<file path="config.mk">
export PLATFORM = sky130hd
export DESIGN_NAME = video_timing_480p_flat
export DESIGN_NICKNAME = d
export VERILOG_FILES = /design/src/rtl/video_timing_480p_if.sv /design/src/rtl/video_timing_480p.sv /design/src/flat_wrapper.sv
export SDC_FILE = /design/constraint.sdc
export NUM_CORES = 1
export LEC_CHECK = 0
export ABC_AREA = 1
export CORE_ASPECT_RATIO = 0.75
export CORE_MARGIN = 1
export CORE_UTILIZATION = 57
export CTS_BUF_LIST = sky130_fd_sc_hd__clkbuf_8
export DETAILED_ROUTE_END_ITERATION = 10
export PLACE_DENSITY = 0.81
export SETUP_SLACK_MARGIN = 0.15
export SLEW_MARGIN = 10
export SYNTH_ARGS = -nofsm -noshare
export SYNTH_HDL_FRONTEND = slang
export SYNTH_SLANG_ARGS = --single-unit
export TNS_END_PERCENT = 5
</file>
<file path="constraint.sdc">
create_clock -name PCLK -period 1.5 [get_ports PCLK]
set_input_delay 0.15 -clock PCLK [delete_from_list [all_inputs] [get_ports PCLK]]
set_output_delay 0.15 -clock PCLK [all_outputs]
set_load 0.01 [all_outputs]
</file>
<file path="src/rtl/video_timing_480p_if.sv">
// Video timing output bundle: syncs, data enable, raster position and frame pulse.
// The FRAME_CNT member exists only when VT_FRAME_CNT_EN is defined.
interface video_timing_480p_if;
  logic        HSYNC_n;
  logic        VSYNC_n;
  logic        DE;
  logic [9:0]  X;
  logic [9:0]  Y;
  logic        FRAME_START;
`ifdef VT_FRAME_CNT_EN
  logic [15:0] FRAME_CNT;
`endif

`ifdef VT_FRAME_CNT_EN
  modport master (output HSYNC_n, output VSYNC_n, output DE, output X, output Y,
                  output FRAME_START, output FRAME_CNT);
  modport slave  (input HSYNC_n, input VSYNC_n, input DE, input X, input Y,
                  input FRAME_START, input FRAME_CNT);
`else
  modport master (output HSYNC_n, output VSYNC_n, output DE, output X, output Y,
                  output FRAME_START);
  modport slave  (input HSYNC_n, input VSYNC_n, input DE, input X, input Y,
                  input FRAME_START);
`endif
endinterface

</file>
<file path="src/rtl/video_timing_480p.sv">
// 640x480 raster timing generator gated by a synchronized PLL lock; outputs are registered one cycle after (h,v).
// Optional 16-bit frame counter is built only when VT_FRAME_CNT_EN is defined.
module video_timing_480p #(
  parameter int H_ACTIVE = 640,
  parameter int H_FP     = 16,
  parameter int H_SYNC   = 96,
  parameter int H_BP     = 48,
  parameter int V_ACTIVE = 480,
  parameter int V_FP     = 10,
  parameter int V_SYNC   = 2,
  parameter int V_BP     = 33
) (
  input  logic                PCLK,
  input  logic                RESET_n,
  input  logic                PLOCK,
  video_timing_480p_if.master vid
);

  localparam int CNT_W = 10;
  localparam logic [CNT_W-1:0] H_LAST   = CNT_W'(H_ACTIVE + H_FP + H_SYNC + H_BP - 1);
  localparam logic [CNT_W-1:0] V_LAST   = CNT_W'(V_ACTIVE + V_FP + V_SYNC + V_BP - 1);
  localparam logic [CNT_W-1:0] H_DE_END = CNT_W'(H_ACTIVE);
  localparam logic [CNT_W-1:0] V_DE_END = CNT_W'(V_ACTIVE);
  localparam logic [CNT_W-1:0] HS_FIRST = CNT_W'(H_ACTIVE + H_FP);
  localparam logic [CNT_W-1:0] HS_LAST  = CNT_W'(H_ACTIVE + H_FP + H_SYNC - 1);
  localparam logic [CNT_W-1:0] VS_FIRST = CNT_W'(V_ACTIVE + V_FP);
  localparam logic [CNT_W-1:0] VS_LAST  = CNT_W'(V_ACTIVE + V_FP + V_SYNC - 1);

  typedef enum logic {WAIT_LOCK = 1'b0, RUN = 1'b1} state_t;

  function automatic logic in_window(input logic [CNT_W-1:0] val,
                                     input logic [CNT_W-1:0] lo,
                                     input logic [CNT_W-1:0] hi);
    return (val >= lo) && (val <= hi);
  endfunction

  // PLOCK comes from another clock domain; nothing else may look at it.
  logic lock_meta;
  logic lock_s;

  always_ff @(posedge PCLK or negedge RESET_n) begin
    if (!RESET_n) begin
      lock_meta <= 1'b0;
      lock_s    <= 1'b0;
    end else begin
      lock_meta <= PLOCK;
      lock_s    <= lock_meta;
    end
  end

  // Stage p0: lock FSM and raster counters; every relock restarts at (0,0).
  state_t               state;
  logic [CNT_W-1:0]     h_p0;
  logic [CNT_W-1:0]     v_p0;

  always_ff @(posedge PCLK or negedge RESET_n) begin
    if (!RESET_n) begin
      state <= WAIT_LOCK;
      h_p0  <= '0;
      v_p0  <= '0;
    end else begin
      case (state)
        WAIT_LOCK: begin
          h_p0 <= '0;
          v_p0 <= '0;
          if (lock_s) state <= RUN;
        end
        RUN: begin
          if (!lock_s) begin
            state <= WAIT_LOCK;
            h_p0  <= '0;
            v_p0  <= '0;
          end else if (h_p0 == H_LAST) begin
            h_p0 <= '0;
            v_p0 <= (v_p0 == V_LAST) ? '0 : v_p0 + 1'b1;
          end else begin
            h_p0 <= h_p0 + 1'b1;
          end
        end
        default: state <= WAIT_LOCK;
      endcase
    end
  end

  logic vld_p0;
  logic de_c;
  logic hsync_c;
  logic vsync_c;
  logic fs_c;

  assign vld_p0  = (state == RUN);
  assign de_c    = (h_p0 < H_DE_END) && (v_p0 < V_DE_END);
  assign hsync_c = in_window(h_p0, HS_FIRST, HS_LAST);
  assign vsync_c = in_window(v_p0, VS_FIRST, VS_LAST);
  assign fs_c    = (h_p0 == '0) && (v_p0 == '0);

  // Stage p1: registered, mutually aligned outputs; idle values whenever not running.
  logic                 hsync_n_p1;
  logic                 vsync_n_p1;
  logic                 de_p1;
  logic [CNT_W-1:0]     x_p1;
  logic [CNT_W-1:0]     y_p1;
  logic                 fs_p1;

  always_ff @(posedge PCLK or negedge RESET_n) begin
    if (!RESET_n) begin
      hsync_n_p1 <= 1'b1;
      vsync_n_p1 <= 1'b1;
      de_p1      <= 1'b0;
      x_p1       <= '0;
      y_p1       <= '0;
      fs_p1      <= 1'b0;
    end else if (vld_p0) begin
      hsync_n_p1 <= ~hsync_c;
      vsync_n_p1 <= ~vsync_c;
      de_p1      <= de_c;
      x_p1       <= h_p0;
      y_p1       <= v_p0;
      fs_p1      <= fs_c;
    end else begin
      hsync_n_p1 <= 1'b1;
      vsync_n_p1 <= 1'b1;
      de_p1      <= 1'b0;
      x_p1       <= '0;
      y_p1       <= '0;
      fs_p1      <= 1'b0;
    end
  end

  assign vid.HSYNC_n     = hsync_n_p1;
  assign vid.VSYNC_n     = vsync_n_p1;
  assign vid.DE          = de_p1;
  assign vid.X           = x_p1;
  assign vid.Y           = y_p1;
  assign vid.FRAME_START = fs_p1;

`ifdef VT_FRAME_CNT_EN
  // Counts on the same edge that raises FRAME_START; untouched by lock loss.
  logic [15:0] frame_cnt_p1;

  always_ff @(posedge PCLK or negedge RESET_n) begin
    if (!RESET_n) begin
      frame_cnt_p1 <= '0;
    end else if (vld_p0 && fs_c) begin
      frame_cnt_p1 <= frame_cnt_p1 + 16'd1;
    end
  end

  assign vid.FRAME_CNT = frame_cnt_p1;
`endif

endmodule

</file>
<file path="src/flat_wrapper.sv">
// flat-port wrapper written by rule: the top's interface ports become plain ports
module video_timing_480p_flat 
#(
  parameter int H_ACTIVE = 640,
  parameter int H_FP     = 16,
  parameter int H_SYNC   = 96,
  parameter int H_BP     = 48,
  parameter int V_ACTIVE = 480,
  parameter int V_FP     = 10,
  parameter int V_SYNC   = 2,
  parameter int V_BP     = 33
)
  (PCLK, RESET_n, PLOCK, vid_HSYNC_n, vid_VSYNC_n, vid_DE, vid_X, vid_Y, vid_FRAME_START);
  video_timing_480p_if vid_i ();
  input  logic PCLK;
  input  logic RESET_n;
  input  logic PLOCK;
  output wire logic [$bits(vid_i.HSYNC_n)-1:0] vid_HSYNC_n;
  output wire logic [$bits(vid_i.VSYNC_n)-1:0] vid_VSYNC_n;
  output wire logic [$bits(vid_i.DE)-1:0] vid_DE;
  output wire logic [$bits(vid_i.X)-1:0] vid_X;
  output wire logic [$bits(vid_i.Y)-1:0] vid_Y;
  output wire logic [$bits(vid_i.FRAME_START)-1:0] vid_FRAME_START;
  assign vid_HSYNC_n = vid_i.HSYNC_n;
  assign vid_VSYNC_n = vid_i.VSYNC_n;
  assign vid_DE = vid_i.DE;
  assign vid_X = vid_i.X;
  assign vid_Y = vid_i.Y;
  assign vid_FRAME_START = vid_i.FRAME_START;
  video_timing_480p #(.H_ACTIVE(H_ACTIVE), .H_FP(H_FP), .H_SYNC(H_SYNC), .H_BP(H_BP), .V_ACTIVE(V_ACTIVE), .V_FP(V_FP), .V_SYNC(V_SYNC), .V_BP(V_BP)) u_core (.PCLK(PCLK), .RESET_n(RESET_n), .PLOCK(PLOCK), .vid(vid_i));
endmodule
</file>
==> results by group <==
Critical path
  – Type of origin of the critical path: flop
  – Crit path kind: flop to flop
  – Worst path max stage delay: approximately 0.44 ns
  – Critical Path Fanout Max: 7
  – Critical Path RT: 1.70 ns
  – Arr. time, crit path: 1.64 ns
  – Delay-heaviest family, CP: flip-flops
  – Crit path buf inv count: 3
  – Worst path slowest cell: dfrtp_1
  – Critical Path End Type: flop
  – CP cell instances: ha_4 > nand3_4 > inv_4 > nand3_4 > nand2_8 > buf_6 > buf_6 > nor2_1

Final layout
  – Area Overhead vs Synth: 30.4%
  – Post-layout nets: 313
  – Register area: around 1200 sq um
  – Antenna cells: 0
  – Fill cells: 249
  – Multi-input logic area: 895 sq um
  – Non-Filler Instances: about 360
  – Layout cell share with drive strength beyond 1: about a fifth

Synth
  – Synth Register Bits: 47
  – Syn Area/Cell: about 8.4 sq um
  – Netlist Area Pre-Place: 2230 sq um
  – Syn_nets: 273
  – Synth unique cells: 33
  – Synth Warn #: 0
  – Sequential share of the synthesized area: between 50% and 60%
  – Post-synthesis cell count: 265

Clock network
  – Clock tree from TritonCTS: done
  – Clock root cell: clkbuf_8
  – Skew-Pair Late Insertion Delay: 0.30 ns
  – Clock-pin slew on the worst setup and hold paths: 0.09 ns
  – CTS sink cnt: 47
  – CTS Buf Count: 5
  – CTS H-Tree Depth: 2
  – CTS Buffer Depth: 2

Power
  – Pwr dens: 822 nW/um^2
  – Power, Total: 2.39 mW
  – Max VDD drop: 0.741 mV
  – Leak Pwr: 1.58 nW

Routing
  – Initial detailed-routing violation count: about 180
  – First-pass iteration count of the detailed router: 5
  – Via density: 5.24
  – WL final: 4830 um
  – DR DRC count: 0
  – Routed len/inst: 13.5 um
  – Overall via count from detail_route: approximately 1900
  – Post-route ant nets: 0

Die
  – Initial core utilization: 60.1%
  – Chip Height: between 50 and 60 um
  – Die W: between 70 and 80 um
  – IO Pins: 27
  – Die area: 4170 sq um
  – Core area: 3710 sq um
  – Row Count: 19

STA
  – RSZ-0062 raised after global routing: yes
  – Final Hold Viols: 0
  – Fin crit share: 95.9%
  – Worst slew pin tran: 0.342 ns
  – TNS Setup: 0 ns
  – Relative slew slack: 77.2%
  – Post-route setup slack: just over 0.06 ns
  – Fmax: 695 MHz
  – Final hold slack: between 0.2 and 0.3 ns
  – Final Slew Violations: 0
  – Final min period: roughly 1.4 ns
  – Final setup fails: 0
  – Clk_skew: roughly 0.0087 ns

Place
  – Place WS: between 0.006 and 0.007 ns
  – Cell count after placement: roughly 340
  – Detailed placement HPWL: a little under 3000 um
  – Final RePlAce weighted congestion: just over 0.9
  – Port Buffers: 26

Min path
  – Hold WC Path Type: primary input to flop

GRT
  – First-pass GRT wire length: slightly above 7000 um
  – Total GRT Usage: 23.4%
  – Vias in the first global route: around 1600
  – Initial antenna violation count: 0
  – Largest net degree at the start of global routing: 48
  – Gr ovfl total: 0

Run status
  – Status: finished clean

Flow run
  – # Max-Cap Violations: 0
[synth_stat cells, drive strengths merged]
| master | count | share of area (%) |
|---|---|---|
| nor2 | 25 | 4.4 |
| a21oi | 7 | 1.6 |
| xor2 | 1 | 0.39 |
| nor3 | 4 | 0.90 |
| o22ai | 1 | 0.28 |
| inv | 54 | 9.2 |
| nand4 | 11 | 3.4 |
| nand2 | 69 | 12 |
| o2111ai | 1 | 0.39 |
| a211oi | 1 | 0.34 |
| o2111a | 1 | 0.51 |
| dfstp | 2 | 2.4 |
| o21bai | 3 | 1.2 |
| buf | 9 | 2.6 |
| ha | 5 | 2.8 |
| o211ai | 1 | 0.34 |
| nand3 | 14 | 3.6 |
| dfrtp | 45 | 51 |
| nor4 | 2 | 0.56 |
| o21ai | 9 | 2.5 |
[timing repair]
item                       CTS  global route
buffers inserted             0             6
setup endpoints to repair   18            28
hold endpoints to repair    45             0
pin swaps                    0            14
resized for setup            3            48
hold buffers                 1             0
[layout by cell type, fill, tap and decap left out, drive strengths merged, types with 2 or more instances in the layout]
cell type      netlist  final
a21oi                7      7
ha                   5      5
nor2                25     25
buf                  9     16
inv                 54     55
dfstp                2      2
o21bai               3      3
nand4               11     11
dfrtp               45     45
nor4                 2      2
o21ai                9      9
clkbuf               0      6
nand2               69     69
nor3                 4      4
clkdlybuf4s50        0     16
dlymetal6s2s         0      8
nand3               14     14
[kinds of logic (layout without fill, tap and decap cells)]
| family | Yosys count | after routing | share of synthesized area (%) |
|---|---|---|---|
| AOI/OAI and AO/OA | 24 | 24 | 7.13 |
| xor gates and xnor gates | 1 | 1 | 0.393 |
| adders and majority gates | 5 | 5 | 2.81 |
| buffers and inverters | 63 | 104 | 11.8 |
| DFF | 47 | 47 | 52.9 |
| and+or+nand+nor | 125 | 125 | 24.9 |
[power by group]
| part | internal [mW] | switching, mW |
|---|---|---|
| combinational | 0.0500 | 0.0840 |
| clock | 0.548 | 0.423 |
| sequential | 1.28 | 0.00691 |
[area by class of cell]
cell class	count	share of cell area (%)
sequential	47	40.8
timing repair buffer	42	14.7
multi-input combinational	155	30.8
inverter	54	7.24
clock inverter	2	1.34
clock buffer	6	2.84
tap	52	2.24
[routing by layer]
layer,vias up,track usage (%),share of wire (%)
met5,-,0,0
met4,0,7.14,0.95
met3,9,5.07,7.3
met2,81,32.3,47
met1,893,36.4,45
li1,892,-,-
[worst reg2reg max path, stage by stage, from the launching register on]
cell and delay [ns]:
dfrtp_1 0.44, ha_4 0.19, nand3_4 0.10, inv_4 0.09, nand3_4 0.09, nand2_8 0.12
buf_6 0.15, buf_6 0.12, nor2_1 0.04
[sequential cells by signal, summed over array words and instances (netlist names)]
register	cells
u_core.h_p0	10
u_core.lock_meta	1
u_core.lock_s	1
u_core.state	1
u_core.v_p0	10
u_core.vid.DE	1
u_core.vid.FRAME_START	1
u_core.vid.HSYNC_n	1
u_core.vid.VSYNC_n	1
u_core.vid.X	10
u_core.vid.Y	10
[stage by stage]
stage	cell area [sq um]	util, %
global placement	2570	69.3
finish	2910	78.3
global route	2910	78.3
CTS	2710	73.1
detailed placement	2570	69.3
floorplan	2230	-
[path summary, 6_finish.rpt]
kind / startpoint / to / slack [ns] / cells after the start
setup / recovery: u_core.h_p0[0]$_DFF_PN0_ / u_core.h_p0[1]$_DFF_PN0_ / 0.06 / 8
hold / removal: PLOCK / u_core.lock_meta$_DFF_PN0_ / 0.29 / 1
setup reg to reg: u_core.h_p0[0]$_DFF_PN0_ / u_core.h_p0[1]$_DFF_PN0_ / 0.06 / 8
hold reg to reg: u_core.lock_meta$_DFF_PN0_ / u_core.lock_s$_DFF_PN0_ / 0.36 / 0
max in group asynchronous: RESET_n / u_core.vid.HSYNC_n$_DFF_PN1_ / 0.87 / 3
min in group asynchronous: RESET_n / u_core.vid.X[2]$_DFF_PN0_ / 0.36 / 3
Power figures use the tool's default switching activity.
